--- src/rtl/lfsr_digit_gen_if.sv ---
// Request/valid/ack bus of the LFSR digit generator, plus seed loading and debug state.
// The master drives requests and seeds; the slave (generator) returns the digits.
interface lfsr_digit_gen_if #(
    parameter int LFSR_W     = 16,
    parameter int NUM_DIGITS = 4
);
    logic                    seed_load;
    logic [LFSR_W-1:0]       seed_in;
    logic                    req;
    logic                    hex_mode;
    logic                    ack;
    logic                    busy;
    logic                    valid;
    logic [4*NUM_DIGITS-1:0] digits;
    logic [LFSR_W-1:0]       lfsr_state;

    modport master (
        output seed_load, seed_in, req, hex_mode, ack,
        input  busy, valid, digits, lfsr_state
    );

    modport slave (
        input  seed_load, seed_in, req, hex_mode, ack,
        output busy, valid, digits, lfsr_state
    );
endinterface

--- src/rtl/lfsr_digit_gen.sv ---
// Galois-LFSR random digit generator: on request, builds NUM_DIGITS 4-bit digits serially,
// one per cycle, each either a raw nibble or a nibble scaled into 0-9.
module lfsr_digit_gen #(
    parameter int                LFSR_W     = 16,
    parameter int                NUM_DIGITS = 4,
    parameter logic [LFSR_W-1:0] TAPS       = 16'hB400,
    parameter logic [LFSR_W-1:0] SEED       = 16'hACE1
) (
    input  logic               clk,
    input  logic               rst,
    lfsr_digit_gen_if.slave    bus
);
    localparam int                CNT_W     = (NUM_DIGITS > 1) ? $clog2(NUM_DIGITS) : 1;
    localparam logic [LFSR_W-1:0] SEED_SAFE = (SEED == '0) ? LFSR_W'(1) : SEED;
    localparam logic [CNT_W-1:0]  CNT_LAST  = CNT_W'(NUM_DIGITS - 1);

    typedef enum logic [1:0] {IDLE, GEN, DONE} state_t;

    state_t            state_q;
    logic [LFSR_W-1:0] lfsr_q;
    logic [CNT_W-1:0]  cnt_q;
    logic              mode_q;
    logic              busy_q;
    logic              valid_q;
    logic [3:0]        digit_q [NUM_DIGITS];

    logic [LFSR_W-1:0] step1_d;
    logic [LFSR_W-1:0] step4_d;
    logic [LFSR_W-1:0] seed_d;
    logic [7:0]        scaled_d;
    logic [3:0]        digit_d;

    function automatic logic [LFSR_W-1:0] lfsr_step(input logic [LFSR_W-1:0] v);
        return (v >> 1) ^ (v[0] ? TAPS : '0);
    endfunction

    always_comb begin
        step1_d = lfsr_step(lfsr_q);
        step4_d = lfsr_q;
        for (int i = 0; i < 4; i++) begin
            step4_d = lfsr_step(step4_d);
        end
        seed_d = (bus.seed_in == '0) ? LFSR_W'(1) : bus.seed_in;
        // Decimal scaling keeps the top nibble of n*10, so 15 maps to 9 and nothing exceeds 9.
        scaled_d = {4'b0000, step4_d[3:0]} * 8'd10;
        digit_d  = mode_q ? step4_d[3:0] : scaled_d[7:4];
    end

    always_ff @(posedge clk) begin
        if (!rst) begin
            state_q <= IDLE;
            lfsr_q  <= SEED_SAFE;
            cnt_q   <= '0;
            mode_q  <= 1'b0;
            busy_q  <= 1'b0;
            valid_q <= 1'b0;
            for (int i = 0; i < NUM_DIGITS; i++) begin
                digit_q[i] <= 4'h0;
            end
        end else if (bus.seed_load) begin
            // Seeding aborts any request in flight but leaves the last digits visible.
            lfsr_q  <= seed_d;
            state_q <= IDLE;
            cnt_q   <= '0;
            busy_q  <= 1'b0;
            valid_q <= 1'b0;
        end else begin
            case (state_q)
                IDLE: begin
                    lfsr_q <= step1_d;
                    if (bus.req) begin
                        mode_q  <= bus.hex_mode;
                        cnt_q   <= '0;
                        busy_q  <= 1'b1;
                        state_q <= GEN;
                    end
                end
                GEN: begin
                    lfsr_q         <= step4_d;
                    digit_q[cnt_q] <= digit_d;
                    if (cnt_q == CNT_LAST) begin
                        busy_q  <= 1'b0;
                        valid_q <= 1'b1;
                        state_q <= DONE;
                    end else begin
                        cnt_q <= cnt_q + CNT_W'(1);
                    end
                end
                DONE: begin
                    lfsr_q <= step1_d;
                    if (bus.ack) begin
                        valid_q <= 1'b0;
                        state_q <= IDLE;
                    end
                end
                default: state_q <= IDLE;
            endcase
            if (lfsr_q == '0) begin
                lfsr_q <= LFSR_W'(1);
            end
        end
    end

    generate
        for (genvar gi = 0; gi < NUM_DIGITS; gi++) begin : g_digits
            assign bus.digits[4*gi +: 4] = digit_q[gi];
        end
    endgenerate

    assign bus.busy       = busy_q;
    assign bus.valid      = valid_q;
    assign bus.lfsr_state = lfsr_q;
endmodule

--- src/flat_wrapper.sv ---
// flat-port wrapper written by rule: the top's interface ports become plain ports
module lfsr_digit_gen_flat 
#(
    parameter int                LFSR_W     = 16,
    parameter int                NUM_DIGITS = 4,
    parameter logic [LFSR_W-1:0] TAPS       = 16'hB400,
    parameter logic [LFSR_W-1:0] SEED       = 16'hACE1
)
  (clk, rst, bus_seed_load, bus_seed_in, bus_req, bus_hex_mode, bus_ack, bus_busy, bus_valid, bus_digits, bus_lfsr_state);
  lfsr_digit_gen_if #(.LFSR_W(LFSR_W), .NUM_DIGITS(NUM_DIGITS)) bus_i ();
  input  logic clk;
  input  logic rst;
  input wire logic [$bits(bus_i.seed_load)-1:0] bus_seed_load;
  input wire logic [$bits(bus_i.seed_in)-1:0] bus_seed_in;
  input wire logic [$bits(bus_i.req)-1:0] bus_req;
  input wire logic [$bits(bus_i.hex_mode)-1:0] bus_hex_mode;
  input wire logic [$bits(bus_i.ack)-1:0] bus_ack;
  output wire logic [$bits(bus_i.busy)-1:0] bus_busy;
  output wire logic [$bits(bus_i.valid)-1:0] bus_valid;
  output wire logic [$bits(bus_i.digits)-1:0] bus_digits;
  output wire logic [$bits(bus_i.lfsr_state)-1:0] bus_lfsr_state;
  assign bus_i.seed_load = bus_seed_load;
  assign bus_i.seed_in = bus_seed_in;
  assign bus_i.req = bus_req;
  assign bus_i.hex_mode = bus_hex_mode;
  assign bus_i.ack = bus_ack;
  assign bus_busy = bus_i.busy;
  assign bus_valid = bus_i.valid;
  assign bus_digits = bus_i.digits;
  assign bus_lfsr_state = bus_i.lfsr_state;
  lfsr_digit_gen #(.LFSR_W(LFSR_W), .NUM_DIGITS(NUM_DIGITS), .TAPS(TAPS), .SEED(SEED)) u_core (.clk(clk), .rst(rst), .bus(bus_i));
endmodule
--- config.mk ---
export PLATFORM = sky130hd
export DESIGN_NAME = lfsr_digit_gen_flat
export DESIGN_NICKNAME = d
export VERILOG_FILES = /design/src/rtl/lfsr_digit_gen_if.sv /design/src/rtl/lfsr_digit_gen.sv /design/src/flat_wrapper.sv
export SDC_FILE = /design/constraint.sdc
export NUM_CORES = 1
export LEC_CHECK = 0
export ABC_AREA = 1
export ABC_CLOCK_PERIOD_IN_PS = 2400
export BUFFER_PORTS_ARGS = -buffer_cell sky130_fd_sc_hd__buf_2
export CELL_PAD_IN_SITES_DETAIL_PLACEMENT = 1
export CELL_PAD_IN_SITES_GLOBAL_PLACEMENT = 1
export CORE_MARGIN = 2
export CORE_UTILIZATION = 38
export CTS_CLUSTER_SIZE = 8
export DETAILED_ROUTE_END_ITERATION = 12
export GPL_TIMING_DRIVEN = 0
export PLACE_DENSITY = 0.81
export SLEW_MARGIN = 25
export SYNTH_ARGS = -nofsm -noshare
export SYNTH_HDL_FRONTEND = slang
export SYNTH_SLANG_ARGS = --single-unit
--- constraint.sdc ---
create_clock -name clk -period 2.4 [get_ports clk]
set_input_delay 0.48 -clock clk [delete_from_list [all_inputs] [get_ports clk]]
set_output_delay 0.48 -clock clk [all_outputs]
set_load 0.1 [all_outputs]
==> flow_metrics.py <==
metrics = {
    "run_status": {
        "outcome": "complete, no violations",
    },
    "sta": {
        "period_needed_ns": 2.25,
        "skew_ns": 0.0110,
        "finalCritPeriodShare_pct": 93.8,
        "tns_ns": 0,
        "hold_viol": 0,
        "rsz0062_at_grt": "false",
        "worst_pin_slew_ns": 0.614,
        "setup_viol": 0,
        "slew_viol_final": 0,
        "max_freq_mhz": 444,
        "relSlewSlack_pct": 58.6,
    },
    "placed_design": {
        "dp_hpwl_um": 6070,
        "gp_congestion": 0.884,
        "place_area_um2": 2760,
        "portBuffers": 54,
    },
    "clock_tree": {
        "clock_latency_ns": 0.30,
        "post_cts_buffers": 0,
        "cts.sinks": 39,
        "cts_repair_resize_count": 0,
        "hold_buffers": 0,
        "tritoncts": "yes",
        "htreeDepth": 2,
        "cts_buffers": 5,
        "clockRootBuffer": "clkbuf_8",
        "clk_transition_reported_paths_ns": 0.08,
        "cts_buffer_depth": 2,
    },
    "worst_setup_path": {
        "crit_path_end_kind": "flip-flop",
        "cp.arrival_ns": 2.28,
        "start_kind": "flip-flop",
        "worstSetupPathType": "reg -> reg",
        "r2r.worst_path.cells": 6,
        "path_max_fanout": 8,
        "worstPathRequired_ns": 2.42,
    },
    "grt": {
        "grt_start_max_net_pins": 13,
        "grt_pass1_vias": 2619,
        "globalRoute.totalOverflow": 0,
        "grt_usage_pct": 23.2,
        "grt_pass1_wl_um": 13000,
        "antenna_found_initial": 0,
    },
    "finish": {
        "fillers": 820,
        "diodes": 0,
        "final_net_count": 437,
        "syn_to_final_growth_pct": 20.9,
        "drive_gt1_share_pct": 20.7,
        "final_area_um2": 2890,
    },
    "synthesis": {
        "avgSynthCellArea_um2": 6.85,
        "ys_ff_latch": 39,
        "synth_top_area_share_pct": 20.1,
        "synth_nets": 376,
        "synth_seq_area_share_pct": 39.4,
        "ys_types": 30,
        "syn_inst": 349,
        "synth_area_um2": 2390,
        "synth_largest_area_cell": "edfxtp_1",
        "yosys-top-cells-area": "edfxtp_1 20%, dfxtp_1 19%, nand2_1 17%",
        "yosys_warnings": 0,
    },
    "job": {
        "max_cap_viol_count": 0,
    },
    "pwr": {
        "intPower_uw": 1260,
        "clockPowerShare_pct": 33.7,
        "p_comb_share_pct": 27.5,
        "total_power_uw": 1970,
        "leakagePower_uw": 0.00151,
        "p_sw_share_pct": 36.2,
        "powerDensity_nw_per_um2": 682,
        "power.net_switching_uw": 714,
        "ir_drop_v": 0.000273,
        "seqPwrFrac_pct": 38.8,
    },
    "die": {
        "die_w_um": 83.3,
        "core_um2": 5990,
        "die_area_um2": 6940,
        "row_count": 28,
        "die_y_um": 83.3,
        "start_util_pct": 39.9,
        "ios": 56,
    },
    "routing": {
        "firstDrtPassIters": 4,
        "avgViaCountPerCell": 5.19,
        "ant_nets": 0,
        "via_count": 2522,
        "drt_iter0_markers": 111,
        "avgRoutedWirePerCell_um": 16.3,
        "drc": 0,
        "wl_um": 7910,
    },
    "hold_path": {
        "min_path_type": "in -> reg",
        "hold_depth": 3,
    },
}
## registers in the layout, indices dropped and copies added, names as in the netlist
signal / flops
u_core.cnt_q: 2
u_core.mode_q: 1
u_core.bus.busy: 1
u_core.digit_q: 16
u_core.bus.lfsr_state: 16
u_core.bus.valid: 1
u_core.state_q: 2
## critical path: stages, from the launching register on
cell and delay [ns]:
dfxtp_2 0.45, ha_1 0.27, ha_1 0.22, fa_1 0.38
xor2_1 0.15, o211ai_1 0.39, nor2_1 0.12
## cells by family after synthesis
group	synth area share [%]
simple gates	35.7
buf+inv	12.4
flops	39.4
compound gates	8.90
fa+ha+maj	2.93
xor+xnor	0.733
## power by group through the flow
stage,Combinational [uW],Sequential (uW),Clock (uW)
4_1_cts,542,766,671
3_3_place_gp,527,778,0
3_5_place_dp,538,781,0
2_1_floorplan,191,1000,0
6_report,541,766,665
5_1_grt,583,771,700
## Yosys cell counts
cell and number:
a211o_1 1, a211oi_1 1, a21oi_1 12, a22oi_1 1
a41oi_1 1, buf_2 6, buf_4 2, buf_6 4
buf_8 1, clkbuf_1 2, dfxtp_1 23, edfxtp_1 16
fa_1 1, ha_1 4, inv_1 47, inv_2 2
nand2_1 111, nand2_4 1, nand3_1 22, nand3_2 1
nand3_4 1, nand4_1 12, nor2_1 50, nor2_2 2
nor2_4 1, o211ai_1 3, o21ai_0 18, o31ai_1 1
xnor2_1 1, xor2_1 1
## cells in the final DEF (no fill, tap or decap), types with 2 or more instances in the layout
cell type / netlist / final
buf_4: 2 / 2
a21oi_1: 12 / 12
o21ai_0: 18 / 18
inv_2: 2 / 2
ha_1: 4 / 4
nand3_1: 22 / 22
nor2_2: 2 / 2
buf_2: 6 / 60
o211ai_1: 3 / 3
clkbuf_1: 2 / 3
inv_1: 47 / 47
dfxtp_2: 0 / 3
buf_6: 4 / 4
nor2_1: 50 / 50
nand4_1: 12 / 12
bufinv_16: 0 / 2
dfxtp_1: 23 / 20
nand2_1: 111 / 111
edfxtp_1: 16 / 16
clkbuf_8: 0 / 5
## stage by stage
step / hold WS, ns / std cells / util, % / worst slack (ns)
6_report: 0.473 / 486 / 48.2 / 0.148
3_3_place_gp: 0.450 / 478 / 46.0 / 0.234
5_1_grt: 0.476 / 486 / 48.2 / 0.0528
3_5_place_dp: 0.472 / 478 / 46.0 / 0.132
4_1_cts: 0.469 / 486 / 48.2 / 0.126
2_1_floorplan: 0.488 / 349 / - / 0.0426
## area by class of cell
class                           count  area, um2  share of cell area (%)
Clock inverter                      2       60.1                    2.08
Clock buffer                        6       72.6                    2.51
Multi-Input combinational cell    246       1150                    39.9
Inverter                           49        184                    6.36
Timing Repair Buffer               54        270                    9.35
Sequential cell                    39        945                    32.7
Buffer                             15        113                    3.90
Tap cell                           75       93.8                    3.25
## final timing paths
check	from	end	slack (ns)
worst max-delay path	u_core.bus.lfsr_state[7]$_SDFFE_PN1P_	u_core.digit_q[0][2]$_SDFFCE_PN0P_	0.15
worst min-delay path	bus_hex_mode	u_core.mode_q$_SDFFE_PN0P_	0.47
worst max register to register	u_core.bus.lfsr_state[7]$_SDFFE_PN1P_	u_core.digit_q[0][2]$_SDFFCE_PN0P_	0.15
worst min register to register	u_core.bus.busy$_SDFFE_PP0P_	u_core.bus.busy$_SDFFE_PP0P_	0.49
## metal layers
metal / routed length (um) / GRT usage [%] / part of all wire, %
met1: 3390 / 28.3 / 43
met2: 4010 / 41.4 / 51
met3: 386 / 2.98 / 4.9
met4: 119 / 8.49 / 1.5
met5: 0 / 0 / 0
Power figures use the tool's default switching activity.
